`src/rtl/nv_fifo_ctrl_20x289.sv`:
```
// ---------------------------------------------------------------------------
// nv_fifo_ctrl_20x289
//
// Controls a 20-entry x 289-bit FIFO built on an external two-port RAM. The
// RAM has a registered read address (stage S1) and a registered data output
// (stage S2). This block tracks the pointers, occupancy and the two-stage
// read pipeline so that data comes out in write order with one entry per
// cycle of sustained throughput.
//
// Ports:
//   nvdla_core_clk         clock, all state updates on its rising edge
//   nvdla_core_rstn        asynchronous active-low reset
//   wr_pvld/wr_prdy/wr_pd  write handshake and payload (wr_prdy registered)
//   rd_pvld/rd_prdy/rd_pd  read handshake and payload (rd_pd = ram_dout)
//   ram_we/ram_wa/ram_di   RAM write port
//   ram_re/ram_ra          RAM read-address enable and address
//   ram_ore                RAM output-register enable
//   ram_dout               RAM registered output
//   pwrbus_ram_pd          power bus in, passed through to ram_pwrbus_pd
//   fifo_occ               registered occupancy, only present when the macro
//                          NV_FIFO_CTRL_20X289_OCC_EN is defined
// ---------------------------------------------------------------------------
module nv_fifo_ctrl_20x289 (
   input  logic         nvdla_core_clk,
   input  logic         nvdla_core_rstn,
   input  logic         wr_pvld,
   output logic         wr_prdy,
   input  logic [288:0] wr_pd,
   output logic         rd_pvld,
   input  logic         rd_prdy,
   output logic [288:0] rd_pd,
   output logic         ram_we,
   output logic [4:0]   ram_wa,
   output logic [288:0] ram_di,
   output logic         ram_re,
   output logic [4:0]   ram_ra,
   output logic         ram_ore,
   input  logic [288:0] ram_dout,
   input  logic [31:0]  pwrbus_ram_pd,
`ifdef NV_FIFO_CTRL_20X289_OCC_EN
   output logic [4:0]   fifo_occ,
`endif
   output logic [31:0]  ram_pwrbus_pd
);

   localparam logic [4:0] DEPTH    = 5'd20;
   localparam logic [4:0] LAST_IDX = 5'd19;

   // Pointer advance with wrap from the last entry back to zero.
   function automatic logic [4:0] ptr_inc(input logic [4:0] ptr);
      logic [4:0] nxt;
      if (ptr == LAST_IDX) begin
         nxt = 5'd0;
      end else begin
         nxt = ptr + 5'd1;
      end
      return nxt;
   endfunction

   logic [4:0] wr_ptr_q, wr_ptr_d;
   logic [4:0] rd_ptr_q, rd_ptr_d;
   logic [4:0] occ_q,    occ_d;
   logic [4:0] avail_q,  avail_d;
   logic       s1_vld_q, s1_vld_d;
   logic       s2_vld_q, s2_vld_d;
   logic       wr_prdy_q, wr_prdy_d;

   logic       wr_accept;
   logic       s1_adv;
   logic       rd_issue;
   logic       pop;

   // Handshake decode, read pipeline control and next-state computation.
   always_comb begin
      wr_accept = wr_pvld & wr_prdy_q;
      // S1 may hand its address to the output register when S2 is free or
      // is being drained this cycle.
      s1_adv    = s1_vld_q & (~s2_vld_q | rd_prdy);
      // Only fetch a new address when S1 is empty or moving on, otherwise
      // the RAM address register must hold the stalled entry.
      rd_issue  = (avail_q != 5'd0) & (~s1_vld_q | s1_adv);
      pop       = s2_vld_q & rd_prdy;

      if (wr_accept) begin
         wr_ptr_d = ptr_inc(wr_ptr_q);
      end else begin
         wr_ptr_d = wr_ptr_q;
      end

      if (rd_issue) begin
         rd_ptr_d = ptr_inc(rd_ptr_q);
      end else begin
         rd_ptr_d = rd_ptr_q;
      end

      case ({wr_accept, pop})
         2'b10:   occ_d = occ_q + 5'd1;
         2'b01:   occ_d = occ_q - 5'd1;
         default: occ_d = occ_q;
      endcase

      case ({wr_accept, rd_issue})
         2'b10:   avail_d = avail_q + 5'd1;
         2'b01:   avail_d = avail_q - 5'd1;
         default: avail_d = avail_q;
      endcase

      // Occupancy includes entries still sitting in S1/S2, so a slot being
      // read can never be overwritten.
      wr_prdy_d = (occ_d < DEPTH);
      s1_vld_d  = rd_issue | (s1_vld_q & ~s1_adv);
      s2_vld_d  = s1_adv | (s2_vld_q & ~rd_prdy);
   end

   // Controller state registers.
   always_ff @(posedge nvdla_core_clk or negedge nvdla_core_rstn) begin
      if (!nvdla_core_rstn) begin
         wr_ptr_q  <= 5'd0;
         rd_ptr_q  <= 5'd0;
         occ_q     <= 5'd0;
         avail_q   <= 5'd0;
         s1_vld_q  <= 1'b0;
         s2_vld_q  <= 1'b0;
         wr_prdy_q <= 1'b0;
      end else begin
         wr_ptr_q  <= wr_ptr_d;
         rd_ptr_q  <= rd_ptr_d;
         occ_q     <= occ_d;
         avail_q   <= avail_d;
         s1_vld_q  <= s1_vld_d;
         s2_vld_q  <= s2_vld_d;
         wr_prdy_q <= wr_prdy_d;
      end
   end

   // Output drive: RAM ports, read side and power-bus pass-through.
   always_comb begin
      wr_prdy       = wr_prdy_q;
      ram_we        = wr_accept;
      ram_wa        = wr_ptr_q;
      ram_di        = wr_pd;
      ram_re        = rd_issue;
      ram_ra        = rd_ptr_q;
      ram_ore       = s1_adv;
      rd_pvld       = s2_vld_q;
      rd_pd         = ram_dout;
      ram_pwrbus_pd = pwrbus_ram_pd;
   end

`ifdef NV_FIFO_CTRL_20X289_OCC_EN
   assign fifo_occ = occ_q;
`endif

endmodule

```
`config.mk`:
```
export PLATFORM = sky130hd
export DESIGN_NAME = nv_fifo_ctrl_20x289
export DESIGN_NICKNAME = d
export VERILOG_FILES = /design/src/rtl/nv_fifo_ctrl_20x289.sv
export SDC_FILE = /design/constraint.sdc
export NUM_CORES = 1
export LEC_CHECK = 0
export BUFFER_PORTS_ARGS = -buffer_cell sky130_fd_sc_hd__clkbuf_2
export CAP_MARGIN = 20
export CORE_AREA = 2 2 476 478
export CTS_CLUSTER_SIZE = 30
export DETAILED_ROUTE_END_ITERATION = 16
export DIE_AREA = 0 0 478 480
export GPL_ROUTABILITY_DRIVEN = 0
export HOLD_SLACK_MARGIN = 0.12
export SKIP_CTS_REPAIR_TIMING = 1
export SYNTH_ARGS = -nofsm -noshare
export SYNTH_HDL_FRONTEND = slang
export SYNTH_SLANG_ARGS = --single-unit
```
`constraint.sdc`:
```
create_clock -name nvdla_core_clk -period 3.2 [get_ports nvdla_core_clk]
set_clock_uncertainty 0.2 [all_clocks]
set_input_delay 0.16 -clock nvdla_core_clk [delete_from_list [all_inputs] [get_ports nvdla_core_clk]]
set_output_delay 0.16 -clock nvdla_core_clk [all_outputs]
set_load 0.005 [all_outputs]
```
==> summary.txt <==
Status
  – Outcome: finished, final reports clean

Final layout
  – Footprint of the multi-input gates: between 600 and 700 um^2
  – Layout area overhead: -11.06%
  – Layout filler cell count: ~27k
  – Fraction of final layout cells sized beyond drive strength 1: a little over a fifth
  – Fin area: approximately 5300 um^2
  – # nets final: 778
  – FF+latch area: around 580 um^2
  – Post-route insts no fill: roughly 3.1k

STA
  – Max transition margin: about a third
  – Final hold violations: 0
  – Final Cycle Share: about 90%
  – RSZ-0062 raised after global routing: no
  – Pins Over Slew Limit: 0
  – Final setup fails: 0
  – Fmax: about 0.35 GHz
  – Tmin final: between 2 and 3 ns
  – Worst Max-Slew Pin Slew: roughly 1 ns
  – TNS Setup: 0 ns

Route
  – Drt initial violations: between 70 and 80
  – Routed vias: 2562
  – Vias per cell: a little over 0.8
  – Pre-Repair DR Iteration Count: 4
  – DR DRC count: 0
  – Drt wl/cell: 53.88 um
  – Antenna Nets Post-Route: 0
  – Drt total wl: 169500 um

Clock tree
  – Clk root buf: clkbuf_16
  – CTS sink count: 23
  – CTS Buf Count: 3
  – Clk_lat worst skew: between 0.3 and 0.4 ns
  – CTS H-tree depth: 1
  – Clk pin slew, worst setup/hold paths: roughly 0.090 ns
  – CTS tree: done
  – Clk buf depth: 2

Die
  – Die Y: around 480 um
  – I/O pin cnt: 1239
  – Core Area: between 200000 and 250000 um^2
  – Die W: about 480 um
  – DIE AREA: about 230000 um^2
  – Initial Utilization: under 10%
  – # rows: about 170

Setup path
  – Most common cell on crit path: ha_1
  – Buf/Inv on CP: 2
  – Critical path capture point type: flop
  – Slowest cell delay on critical path: about 0.69 ns
  – Slowest-stage cell, CP: dlygate4sd3_1
  – CP Class: input port to flop
  – Critical-path maximum fanout: 9
  – Cell family with the largest share of critical-path delay: buffers and inverters
  – Critical Path AT: 2.88 ns
  – CP Launch Type: input port
  – CP Cell Sequence: dlygate4sd3_1 > clkbuf_2 > and2_1 > ha_1 > xor2_1 > ha_1 > or3b_2 > o2111ai_1 > a21oi_2 > xor2_2 > o211ai_1
  – CP required: between 3 and 4 ns

Yosys
  – Area leader, netlist: buf_4
  – Most common cell in the synthesized netlist: buf_4
  – Async SR Flop Fraction: 100.0%
  – Post-synth EDFFs: 0
  – Mean Syn Cell Area: approximately 8.0 um^2
  – Netlist cell types: 40
  – Synthesized area: approximately 6000 um^2
  – Top-area cell type share of the netlist area: 77.55%
  – Flops & latches, synth: 23
  – Syn. warnings: 0
  – Synth cell count leaders: buf_4, dfrtp_1, inv_1
  – Seq/Total Area, Yosys: under 10%
  – Top FF cell, synth: dfrtp_1
  – Largest cells by area after synthesis: buf_4, dfrtp_1, ha_1, xor2_1, xnor2_1
  – Synthesized instance count: roughly 740
  – Post-synth net total: around 1.4k

Min path
  – Worst hold path type: input port to output port

Place
  – PortBufs: 18
  – Placed Cells: 3139
  – Dpl hpwl: between 150000 and 200000 um
  – Dpl cell area: ~5200 um^2

Power
  – Max VDD drop: between 0.0001 and 0.00015 V
  – P per Cell Area: between 300 and 400 nW/um^2
  – Leakage: around 0.00074 uW

GRT
  – First-pass GRT wire length: between 150000 and 200000 um
  – Initial antenna violation count: 3
  – GRT Resource Usage Total: between 10% and 20%
  – Grt ovf: 0
  – Vias in the first global route: about 2.6k
  – Largest net degree at the start of global routing: 24

Flow run
  – Max_cap viols: 0
cell usage in the layout, fill, tap and decap left out, types with 2 or more instances in the layout:
master | netlist | final
xnor2_1 | 6 | 6
o21ai_0 | 8 | 8
clkbuf_2 | 0 | 18
a21o_1 | 4 | 4
dfrtp_1 | 23 | 23
xor2_1 | 7 | 7
nand4_1 | 2 | 2
nor2_1 | 6 | 6
nor3_1 | 5 | 5
ha_1 | 9 | 9
o211ai_1 | 2 | 2
a21oi_1 | 6 | 6
inv_1 | 10 | 10
nor2b_1 | 4 | 4
a31oi_1 | 3 | 3
mux2_2 | 4 | 4
nand2_1 | 7 | 7
buf_4 | 611 | 2
clkbuf_16 | 0 | 3
dlygate4sd3_1 | 0 | 2
per-stage QoR:
stage / setup WS [ns] / hold slack, ns / util, % / total power, uW
CTS: 0.5977 / -0.1804 / 2.338 / 1827
detailed placement: 0.6030 / 0.1200 / 2.302 / 1454
global placement: 0.6929 / 0.1200 / 2.302 / 1427
finish: 0.3079 / 0.1200 / 2.348 / 1779
global route: 0.1030 / 0.1200 / 2.348 / 1955
floorplan: 0.5496 / -0.3356 / - / 1775
where the power goes:
part / internal (uW) / leakage [uW] / total, uW / switching, uW
registers: 435 / 0.000266 / 599 / 164
logic: 390 / 0.000429 / 835 / 446
clock network: 171 / 0.0000409 / 344 / 173
total: 996 / 0.000736 / 1780 / 783
logic make-up (layout without fill, tap and decap cells):
kind of cell / Yosys count / after routing / synth area share (%)
other cells: 0 / 1 / 0
xor+xnor: 14 / 14 / 2.200
compound gates: 29 / 29 / 3.110
buf+inv: 624 / 36 / 78.51
simple gates: 36 / 36 / 3.279
fa+ha+maj: 10 / 10 / 2.242
flops: 23 / 23 / 9.731
mux: 5 / 5 / 0.9308
path summary, 6_finish.rpt:
| check | from | to | slack [ns] | cells after the start |
|---|---|---|---|---|
| worst max-delay path | rd_prdy | wr_prdy | 0.31 | 11 |
| worst min-delay path | ram_dout[159] | rd_pd[159] | 0.12 | 0 |
| worst max register to register | wr_prdy | wr_prdy | 0.60 | 9 |
| worst min register to register | avail_q[4] | avail_q[4] | 0.30 | 1 |
| max in group asynchronous | nvdla_core_rstn | ram_ra[4] | 1.76 | 2 |
| min in group asynchronous | nvdla_core_rstn | occ_q[0] | 0.37 | 2 |
flip-flops by register name (all words and copies together) (netlist names):
name,flops
ram_ra,5
occ_q,5
avail_q,5
s1_vld_q,1
rd_pvld,1
wr_prdy,1
ram_wa,5
final cells by class:
type	count	area share, %
diodes	1	0.04757
clock inverters	1	0.09515
multi-input cells	94	13.23
flip-flops and latches	23	10.94
inverters	10	0.7136
repair buffers	22	2.379
well taps	2992	71.17
clock buffers	3	1.427
layer usage:
layer | track usage (%) | vias to the layer above | wire, um
met5 | 1.118 | - | 379
met4 | 6.408 | 10 | 8533
met3 | 27.38 | 272 | 69560
met2 | 25.83 | 1150 | 86590
met1 | 1.028 | 627 | 4456
li1 | - | 503 | -
(Power assumes the default switching activity.)
